## src/rtl/q2_phase_scan_if.sv

```systemverilog
// Q2 scan bus: start/busy/done handshake, Q2 row-0 literals and the per-vector results.
// The abort line exists only when Q2_SCAN_ABORT_EN is defined.
interface q2_phase_scan_if #(
   parameter int num_qubit  = 4,
   parameter int max_vector = 2**num_qubit
);
   logic                                  start;
   logic [num_qubit-1:0][1:0]             literals_Q2_row0;
   logic                                  phase_Q2_row0;
   logic [max_vector-1:0][num_qubit-1:0]  basis_index2;
   logic                                  rotateLeft_Q2_individual;
   logic                                  busy;
   logic                                  done;
   logic [max_vector-1:0][1:0]            amp_exp;
   logic [max_vector-1:0][num_qubit-1:0]  basis_out;
`ifdef Q2_SCAN_ABORT_EN
   logic                                  abort;
`endif

   modport master (
`ifdef Q2_SCAN_ABORT_EN
      output abort,
`endif
      output start, literals_Q2_row0, phase_Q2_row0, basis_index2,
      input  rotateLeft_Q2_individual, busy, done, amp_exp, basis_out
   );

   modport slave (
`ifdef Q2_SCAN_ABORT_EN
      input  abort,
`endif
      input  start, literals_Q2_row0, phase_Q2_row0, basis_index2,
      output rotateLeft_Q2_individual, busy, done, amp_exp, basis_out
   );
endinterface

```

## src/rtl/q2_phase_scan.sv

```systemverilog
// Walks every Q2 vector through row 0 by rotating Q2 storage, recording amplitude exponent and flipped basis.
// Optional feature macro: Q2_SCAN_ABORT_EN adds an abort input that cancels a scan in progress.
module q2_phase_scan #(
   parameter int num_qubit  = 4,
   parameter int max_vector = 2**num_qubit
) (
   input  logic           clk,
   input  logic           rst,
   q2_phase_scan_if.slave bus
);
   localparam int CW = (max_vector > 1) ? $clog2(max_vector) : 1;
   localparam logic [CW-1:0] LAST = CW'(max_vector - 1);

   typedef enum logic [1:0] {IDLE, SCAN, DONE} state_t;

   state_t                                state_q, state_d;
   logic [CW-1:0]                         cnt_q;
   logic [max_vector-1:0][1:0]            amp_q;
   logic [max_vector-1:0][num_qubit-1:0]  bout_q;
   logic                                  rotate, busy, done;

   // i^k exponent: sign contributes 2, each Y contributes 1 (Y = iXZ), each Z hitting a set basis bit contributes 2
   function automatic logic [1:0] amp_fn(
      input logic [num_qubit-1:0][1:0] lit,
      input logic                      ph,
      input logic [num_qubit-1:0]      basis
   );
      logic [1:0] acc;
      acc = {ph, 1'b0};
      for (int j = 0; j < num_qubit; j++) begin
         if (lit[j] == 2'b11)
            acc = acc + 2'd1;
         if (lit[j][0] && basis[j])
            acc = acc + 2'd2;
      end
      return acc;
   endfunction

   function automatic logic [num_qubit-1:0] xflip_fn(
      input logic [num_qubit-1:0][1:0] lit,
      input logic [num_qubit-1:0]      basis
   );
      logic [num_qubit-1:0] r;
      for (int j = 0; j < num_qubit; j++)
         r[j] = basis[j] ^ lit[j][1];
      return r;
   endfunction

   always_comb begin
      state_d = state_q;
      rotate  = 1'b0;
      busy    = 1'b0;
      done    = 1'b0;
      case (state_q)
         IDLE: begin
            if (bus.start)
               state_d = SCAN;
         end
         SCAN: begin
            busy   = 1'b1;
            rotate = 1'b1;
`ifdef Q2_SCAN_ABORT_EN
            if (bus.abort) begin
               rotate  = 1'b0;
               state_d = IDLE;
            end else
`endif
            if (cnt_q == LAST)
               state_d = DONE;
         end
         DONE: begin
            done    = 1'b1;
            state_d = IDLE;
         end
         default: state_d = IDLE;
      endcase
   end

   // Results are written only on cycles that also rotate, so an aborted cycle leaves its slot untouched
   always_ff @(posedge clk or negedge rst) begin
      if (!rst) begin
         state_q <= IDLE;
         cnt_q   <= '0;
         amp_q   <= '0;
         bout_q  <= '0;
      end else begin
         state_q <= state_d;
         if (state_q == SCAN)
            cnt_q <= (state_d == SCAN) ? cnt_q + CW'(1) : '0;
         if (rotate) begin
            amp_q[cnt_q]  <= amp_fn(bus.literals_Q2_row0, bus.phase_Q2_row0, bus.basis_index2[cnt_q]);
            bout_q[cnt_q] <= xflip_fn(bus.literals_Q2_row0, bus.basis_index2[cnt_q]);
         end
      end
   end

   assign bus.rotateLeft_Q2_individual = rotate;
   assign bus.busy                     = busy;
   assign bus.done                     = done;
   assign bus.amp_exp                  = amp_q;
   assign bus.basis_out                = bout_q;
endmodule

```

## src/flat_wrapper.sv

```systemverilog
// flat-port wrapper written by rule: the top's interface ports become plain ports
module q2_phase_scan_flat 
#(
   parameter int num_qubit  = 4,
   parameter int max_vector = 2**num_qubit
)
  (clk, rst, bus_start, bus_literals_Q2_row0, bus_phase_Q2_row0, bus_basis_index2, bus_rotateLeft_Q2_individual, bus_busy, bus_done, bus_amp_exp, bus_basis_out);
  q2_phase_scan_if #(.num_qubit(num_qubit), .max_vector(max_vector)) bus_i ();
  input  logic clk;
  input  logic rst;
  input wire logic [$bits(bus_i.start)-1:0] bus_start;
  input wire logic [$bits(bus_i.literals_Q2_row0)-1:0] bus_literals_Q2_row0;
  input wire logic [$bits(bus_i.phase_Q2_row0)-1:0] bus_phase_Q2_row0;
  input wire logic [$bits(bus_i.basis_index2)-1:0] bus_basis_index2;
  output wire logic [$bits(bus_i.rotateLeft_Q2_individual)-1:0] bus_rotateLeft_Q2_individual;
  output wire logic [$bits(bus_i.busy)-1:0] bus_busy;
  output wire logic [$bits(bus_i.done)-1:0] bus_done;
  output wire logic [$bits(bus_i.amp_exp)-1:0] bus_amp_exp;
  output wire logic [$bits(bus_i.basis_out)-1:0] bus_basis_out;
  assign bus_i.start = bus_start;
  assign bus_i.literals_Q2_row0 = bus_literals_Q2_row0;
  assign bus_i.phase_Q2_row0 = bus_phase_Q2_row0;
  assign bus_i.basis_index2 = bus_basis_index2;
  assign bus_rotateLeft_Q2_individual = bus_i.rotateLeft_Q2_individual;
  assign bus_busy = bus_i.busy;
  assign bus_done = bus_i.done;
  assign bus_amp_exp = bus_i.amp_exp;
  assign bus_basis_out = bus_i.basis_out;
  q2_phase_scan #(.num_qubit(num_qubit), .max_vector(max_vector)) u_core (.clk(clk), .rst(rst), .bus(bus_i));
endmodule
```

## config.mk

```make
export PLATFORM = sky130hd
export DESIGN_NAME = q2_phase_scan_flat
export DESIGN_NICKNAME = d
export VERILOG_FILES = /design/src/rtl/q2_phase_scan_if.sv /design/src/rtl/q2_phase_scan.sv /design/src/flat_wrapper.sv
export SDC_FILE = /design/constraint.sdc
export NUM_CORES = 1
export LEC_CHECK = 0
export BUFFER_PORTS_ARGS = -buffer_cell sky130_fd_sc_hd__buf_2
export CORE_AREA = 2 2 115 89
export DETAILED_ROUTE_END_ITERATION = 8
export DIE_AREA = 0 0 117 91
export PLACE_DENSITY = 0.78
export SYNTH_ARGS = -nofsm -noshare
export SYNTH_HDL_FRONTEND = slang
export SYNTH_SLANG_ARGS = --single-unit
```

## constraint.sdc

```tcl
create_clock -name clk -period 2.85 [get_ports clk]
set_clock_uncertainty 0.05 [all_clocks]
set_input_delay 0.7125 -clock clk [delete_from_list [all_inputs] [get_ports clk]]
set_output_delay 0.7125 -clock clk [all_outputs]
set_load 0.1 [all_outputs]
```

Word-level counts from Yosys, hierarchy flattened
Index checks and enable logic that the tools add are counted.

word-level totals
  logic and storage cells = 93
  bits in registers = 102

cells by class
  reduce and logical (&&, ||, !) cells = 6
  bitwise operators = 4
  add/sub/neg operators = 9
  magnitude comparators = 2
  muxes and demuxes = 30
  eq/ne operators = 8

operators by type and width
  cell                 number
  $bwmux 64            1
  $mux 2               19
  $bwmux 32            1
  $bmux 4 s4           1
  $demux 4 s4          1
  $mux 4               3
  $eq 2x2->1 const B   5
  $add 2x1->2 const B  4
  $add 2x2->2 const B  4
  $demux 2 s4          1
  $logic_and 1x1->1    5
  $lt 4x5->1 const B   1
  $add 4x1->4 const B  1
  $eq 2x1->1 const B   2
  $eq 4x4->1 const B   1
  $ge 4x1->1 const B   1
  $pmux 2 s2           1
  $xor 1x1->1          4
  $logic_not 2->1      1
  $mux 1               2

Logic depth before layout (Yosys ltp)
  word-level depth = 25
  depth in mapped cells = 10
  mapped depth without buffers = 7

Worst setup path before layout
No wires, ideal clock.

  path type = input to register
  from = input bus_basis_index2[54]
  to = register u_core.amp_q (netlist bit u_core.bus.amp_exp[11])
  cell stages on the path = 7
  required time = 2674 ps
  arrival time = 2502 ps
  buffers on the path = 1
  path slack = 172 ps
  library setup time = 126 ps
  path through = mux4_1 > mux2i_1 > o22a_1 > xnor2_1 > xnor3_2 > buf_6 > mux2_2

between the ends
  word-level cells in the longest chain between the ends = 12

ends and longest elaborated chain
  element                          RTL line             text
  from (decl)                      flat_wrapper.sv:14   input wire logic [$bits(bus_i.basis_index2)-1:0] bus_basis_index2;
  $bmux 4 s4 *                     q2_phase_scan.sv:91  amp_q[cnt_q] <= amp_fn(bus.literals_Q2_row0, bus.phase_Q2_row0, bus.basis_index2[cnt_q]);
  $mux 4 (not written as such) *   q2_phase_scan.sv:91
  $logic_and 1x1->1 *              q2_phase_scan.sv:33  if (lit[j][0] && basis[j])
  $mux 2 *                         q2_phase_scan.sv:33
  $mux 2 *                         q2_phase_scan.sv:90  if (rotate) begin
  $add 2x1->2                      q2_phase_scan.sv:32  acc = acc + 2'd1;
  $mux 2 *                         q2_phase_scan.sv:31  if (lit[j] == 2'b11)
  $mux 2 *                         q2_phase_scan.sv:90
  $add 2x2->2                      q2_phase_scan.sv:34  acc = acc + 2'd2;
  $mux 2 *                         q2_phase_scan.sv:33
  $mux 2 *                         q2_phase_scan.sv:90
  $bwmux 32 *                      q2_phase_scan.sv:91
  to (signal, indexed assignment)  q2_phase_scan.sv:91
  to (decl)                        q2_phase_scan.sv:18  logic [max_vector-1:0][1:0] amp_q;

Every way passes the cells marked *; elsewhere a longest branch is shown, timed or not. The select of a mux whose other input is x is not followed.
A chain may end at the register's enable or synchronous reset.

Worst setup path after layout
  from = register u_core.cnt_q[0]
  to = register u_core.amp_q (netlist bit u_core.bus.amp_exp[17])

between the ends
  word-level cells in the longest chain between the ends = 24

ends and longest elaborated chain
  element                       RTL line             text
  from (decl)                   q2_phase_scan.sv:17  logic [CW-1:0] cnt_q;
  from (signal assigned)        q2_phase_scan.sv:89  cnt_q <= (state_d == SCAN) ? cnt_q + CW'(1) : '0;
  $bmux 4 s4                    q2_phase_scan.sv:91
  $mux 4 (not written as such)  q2_phase_scan.sv:91
  $logic_and 1x1->1             q2_phase_scan.sv:33
  $mux 2                        q2_phase_scan.sv:33
  $mux 2                        q2_phase_scan.sv:90
  $add 2x1->2                   q2_phase_scan.sv:32
  $mux 2                        q2_phase_scan.sv:31
  $mux 2                        q2_phase_scan.sv:90
  [... 8 more ...]              -
  $mux 2                        q2_phase_scan.sv:90
  $add 2x1->2                   q2_phase_scan.sv:32
  $mux 2                        q2_phase_scan.sv:31
  $mux 2                        q2_phase_scan.sv:90
  $add 2x2->2                   q2_phase_scan.sv:34
  $mux 2                        q2_phase_scan.sv:33
  $mux 2                        q2_phase_scan.sv:90
  $bwmux 32 *                   q2_phase_scan.sv:91

Marked as above.

==> impl_metrics.tcl <==
set metrics [dict create \
    post_dp_cell_area_um2 5630 \
    endpoint_kind "register" \
    ys_seq_area_share_pct 56.2 \
    cpPeakStageDelay_ns 0.56 \
    yosys.area_share.simple_pct 9.40 \
    htreeDepth 3 \
    ys_ff_latch 102 \
    clock-sinks 102 \
    fmax_mhz 358 \
    synth-compound-area-share_pct 8.76 \
    yosys.area_share.adder_pct 1.32 \
    wire_per_inst_um 16.7 \
    globalRouteTotalUtil_pct 22.5 \
    tritoncts "yes" \
    routed_wl_um 11800 \
    vias 3664 \
    die-area_um2 10600 \
    worstRegToRegCells 7 \
    period_share_pct 98.0 \
    crit_required_ns 3.02 \
    dieWidth_um 117 \
    start_util_pct 47.8 \
    final_common_cell "buf_2" \
    clkTransAtPathRegs_ns 0.07 \
    drt_iter0_drc 221 \
    synthesis.area_um2 4540 \
    status "finished clean" \
    crit_buf_inv 1 \
    area_growth_syn_to_layout_pct 32.2 \
    ctsHoldBuffers 0 \
    crit_fanout 8 \
    diodes 0 \
    die_h_um 91 \
    final_cells 705 \
    cp_cell_sequence "buf_12 -> mux4_2 -> o211a_1 -> a31oi_2 -> xor2_2 -> xnor3_2 -> mux2_4" \
    antenna_found_initial 0 \
    hold_path.class "in -> async" \
    avgSynthCellArea_um2 11.9 \
    grt_pass1_vias 3553 \
    gr-total-overflow 0 \
    rows 31 \
    numCtsBuffers 9 \
    synth_cell_types 34 \
    drive_above_1_share_pct 45.0 \
    r2r_start "u_core.cnt_q[0]" \
    crit_family "multiplexers" \
    finalSetupViolations 0 \
    portBuffers 174 \
    final_area_um2 6000 \
    fin_setup_tns_ns 0 \
    dp_cells 683 \
    drc 0 \
    ant_nets 0 \
    place_hpwl_um 8480 \
    ctsRootBufferMaster "clkbuf_16" \
    maxSlewHeadroom_pct 47.6 \
    slew_viol_final 0 \
    crit_arrival_ns 2.96 \
    worst_pin_slew_ns 0.782 \
    rr_endpoint "u_core.bus.amp_exp[17]" \
    coreArea_um2 9500 \
    critPathSlowestCell "xnor3_2" \
    synth.area.mux_share_pct 19.0 \
    synth_warnings 0 \
    viasPerCell 5.20 \
    worstSetupPathType "reg -> reg" \
    synth-xor-area-share_pct 2.84 \
    fin_nets 648 \
    grt_pass1_wl_um 18200 \
    cts_buffer_depth 2 \
    synthesis.nets 460 \
    place.gp.congestion 0.783 \
    clkLatencyLatePin_ns 0.34 \
    rrSetupSlack_ns 0.06 \
    pin_count 175 \
    period_needed_ns 2.79 \
    synthCells 380 \
    cap_violations 0 \
    drt-pass1-iter-count 4 \
    rsz0062_at_grt "yes" \
    finalHoldViolCount 0 \
    final_cell_mix "buf_2 (173), dfrtp_1 (101), nand2_1 (82)" \
    grt_max_degree 46 \
    synth_top_family_by_area "multiplexers" \
    start_kind "register" \
]
-- worst register-to-register path, stage by stage, from the launching register on --
cell and delay (ns):
dfrtp_2 0.42, buf_12 0.13, mux4_2 0.50, o211a_1 0.26
a31oi_2 0.23, xor2_2 0.21, xnor3_2 0.56, mux2_4 0.31
-- cell type report --
cell class | instances | area, um2
flip-flops and latches | 102 | 2550
inverters | 4 | 15.0
well taps | 132 | 165
clock inverters | 7 | 50.0
repair buffers | 192 | 1050
multi-input cells | 259 | 1940
clock buffers | 9 | 225
fillers | 793 | 3500
-- metal layers --
metal  track usage (%)  part of all wire, %
met2              34.0                   45
met3              7.14                  8.3
met1              31.3                   45
met5                 0                    0
met4              6.67                  1.3
-- cells by family after synthesis --
group / Yosys count
simple gates: 107
fa+ha+maj: 5
mux: 58
buf+inv: 20
xor+xnor: 13
flops: 102
compound gates: 75
-- timing repair --
action | CTS | global route
setup endpoints to repair | 0 | 16
gates resized for setup | 0 | 12
setup buffers | 0 | 4
-- per-stage QoR --
step | util, % | hold WS (ns) | setup WS [ns]
2_1_floorplan | - | 0.359 | 0.172
3_3_place_gp | 59.3 | 0.366 | -0.0176
3_5_place_dp | 59.3 | 0.381 | -0.0953
4_1_cts | 62.2 | 0.266 | 0.0523
5_1_grt | 63.2 | 0.289 | -0.0132
6_report | 63.2 | 0.257 | 0.0575
-- synthesized netlist by cell type, drive strengths merged --
library cell | instances | area, um2
a31oi | 1 | 12.5
nor2b | 2 | 12.5
ha | 4 | 50.1
nand3 | 8 | 40.0
xor2 | 1 | 8.76
xnor3 | 1 | 23.8
and2 | 1 | 6.26
clkinv | 1 | 3.75
inv | 3 | 11.3
nand2b | 1 | 6.26
o211a | 1 | 10.0
a21oi | 7 | 35.0
maj3 | 1 | 10.0
o22a | 1 | 8.76
nor2 | 9 | 33.8
buf | 8 | 68.8
a211oi | 1 | 7.51
o41ai | 1 | 8.76
mux2 | 32 | 360
dfrtp | 102 | 2550
mux4 | 15 | 390
nand4 | 1 | 6.26
clkbuf | 8 | 30.0
nand2 | 83 | 312
nor3 | 2 | 10.0
o21ai | 63 | 315
xnor2 | 11 | 96.3
mux2i | 11 | 110
-- state kept, by name, summed over array words and instances, names as in the netlist --
signal / flops
u_core.state_q: 2
u_core.bus.basis_out: 64
u_core.bus.amp_exp: 32
u_core.cnt_q: 4
-- how the worst max path moves through the flow --
stage	start	endpoint	depth (start not counted)
floorplan	bus_basis_index2[54]	u_core.bus.amp_exp[11]	7
global placement	bus_basis_index2[54]	u_core.bus.amp_exp[31]	7
detailed placement	bus_basis_index2[54]	u_core.bus.amp_exp[19]	7
CTS	u_core.cnt_q[0]	u_core.bus.amp_exp[17]	7
global route	u_core.cnt_q[0]	u_core.bus.amp_exp[17]	8
finish	u_core.cnt_q[0]	u_core.bus.amp_exp[17]	7
Power is left out: the tool's default activity adds up to more than one toggle a clock period on the data nets, which glitch-free logic cannot reach.
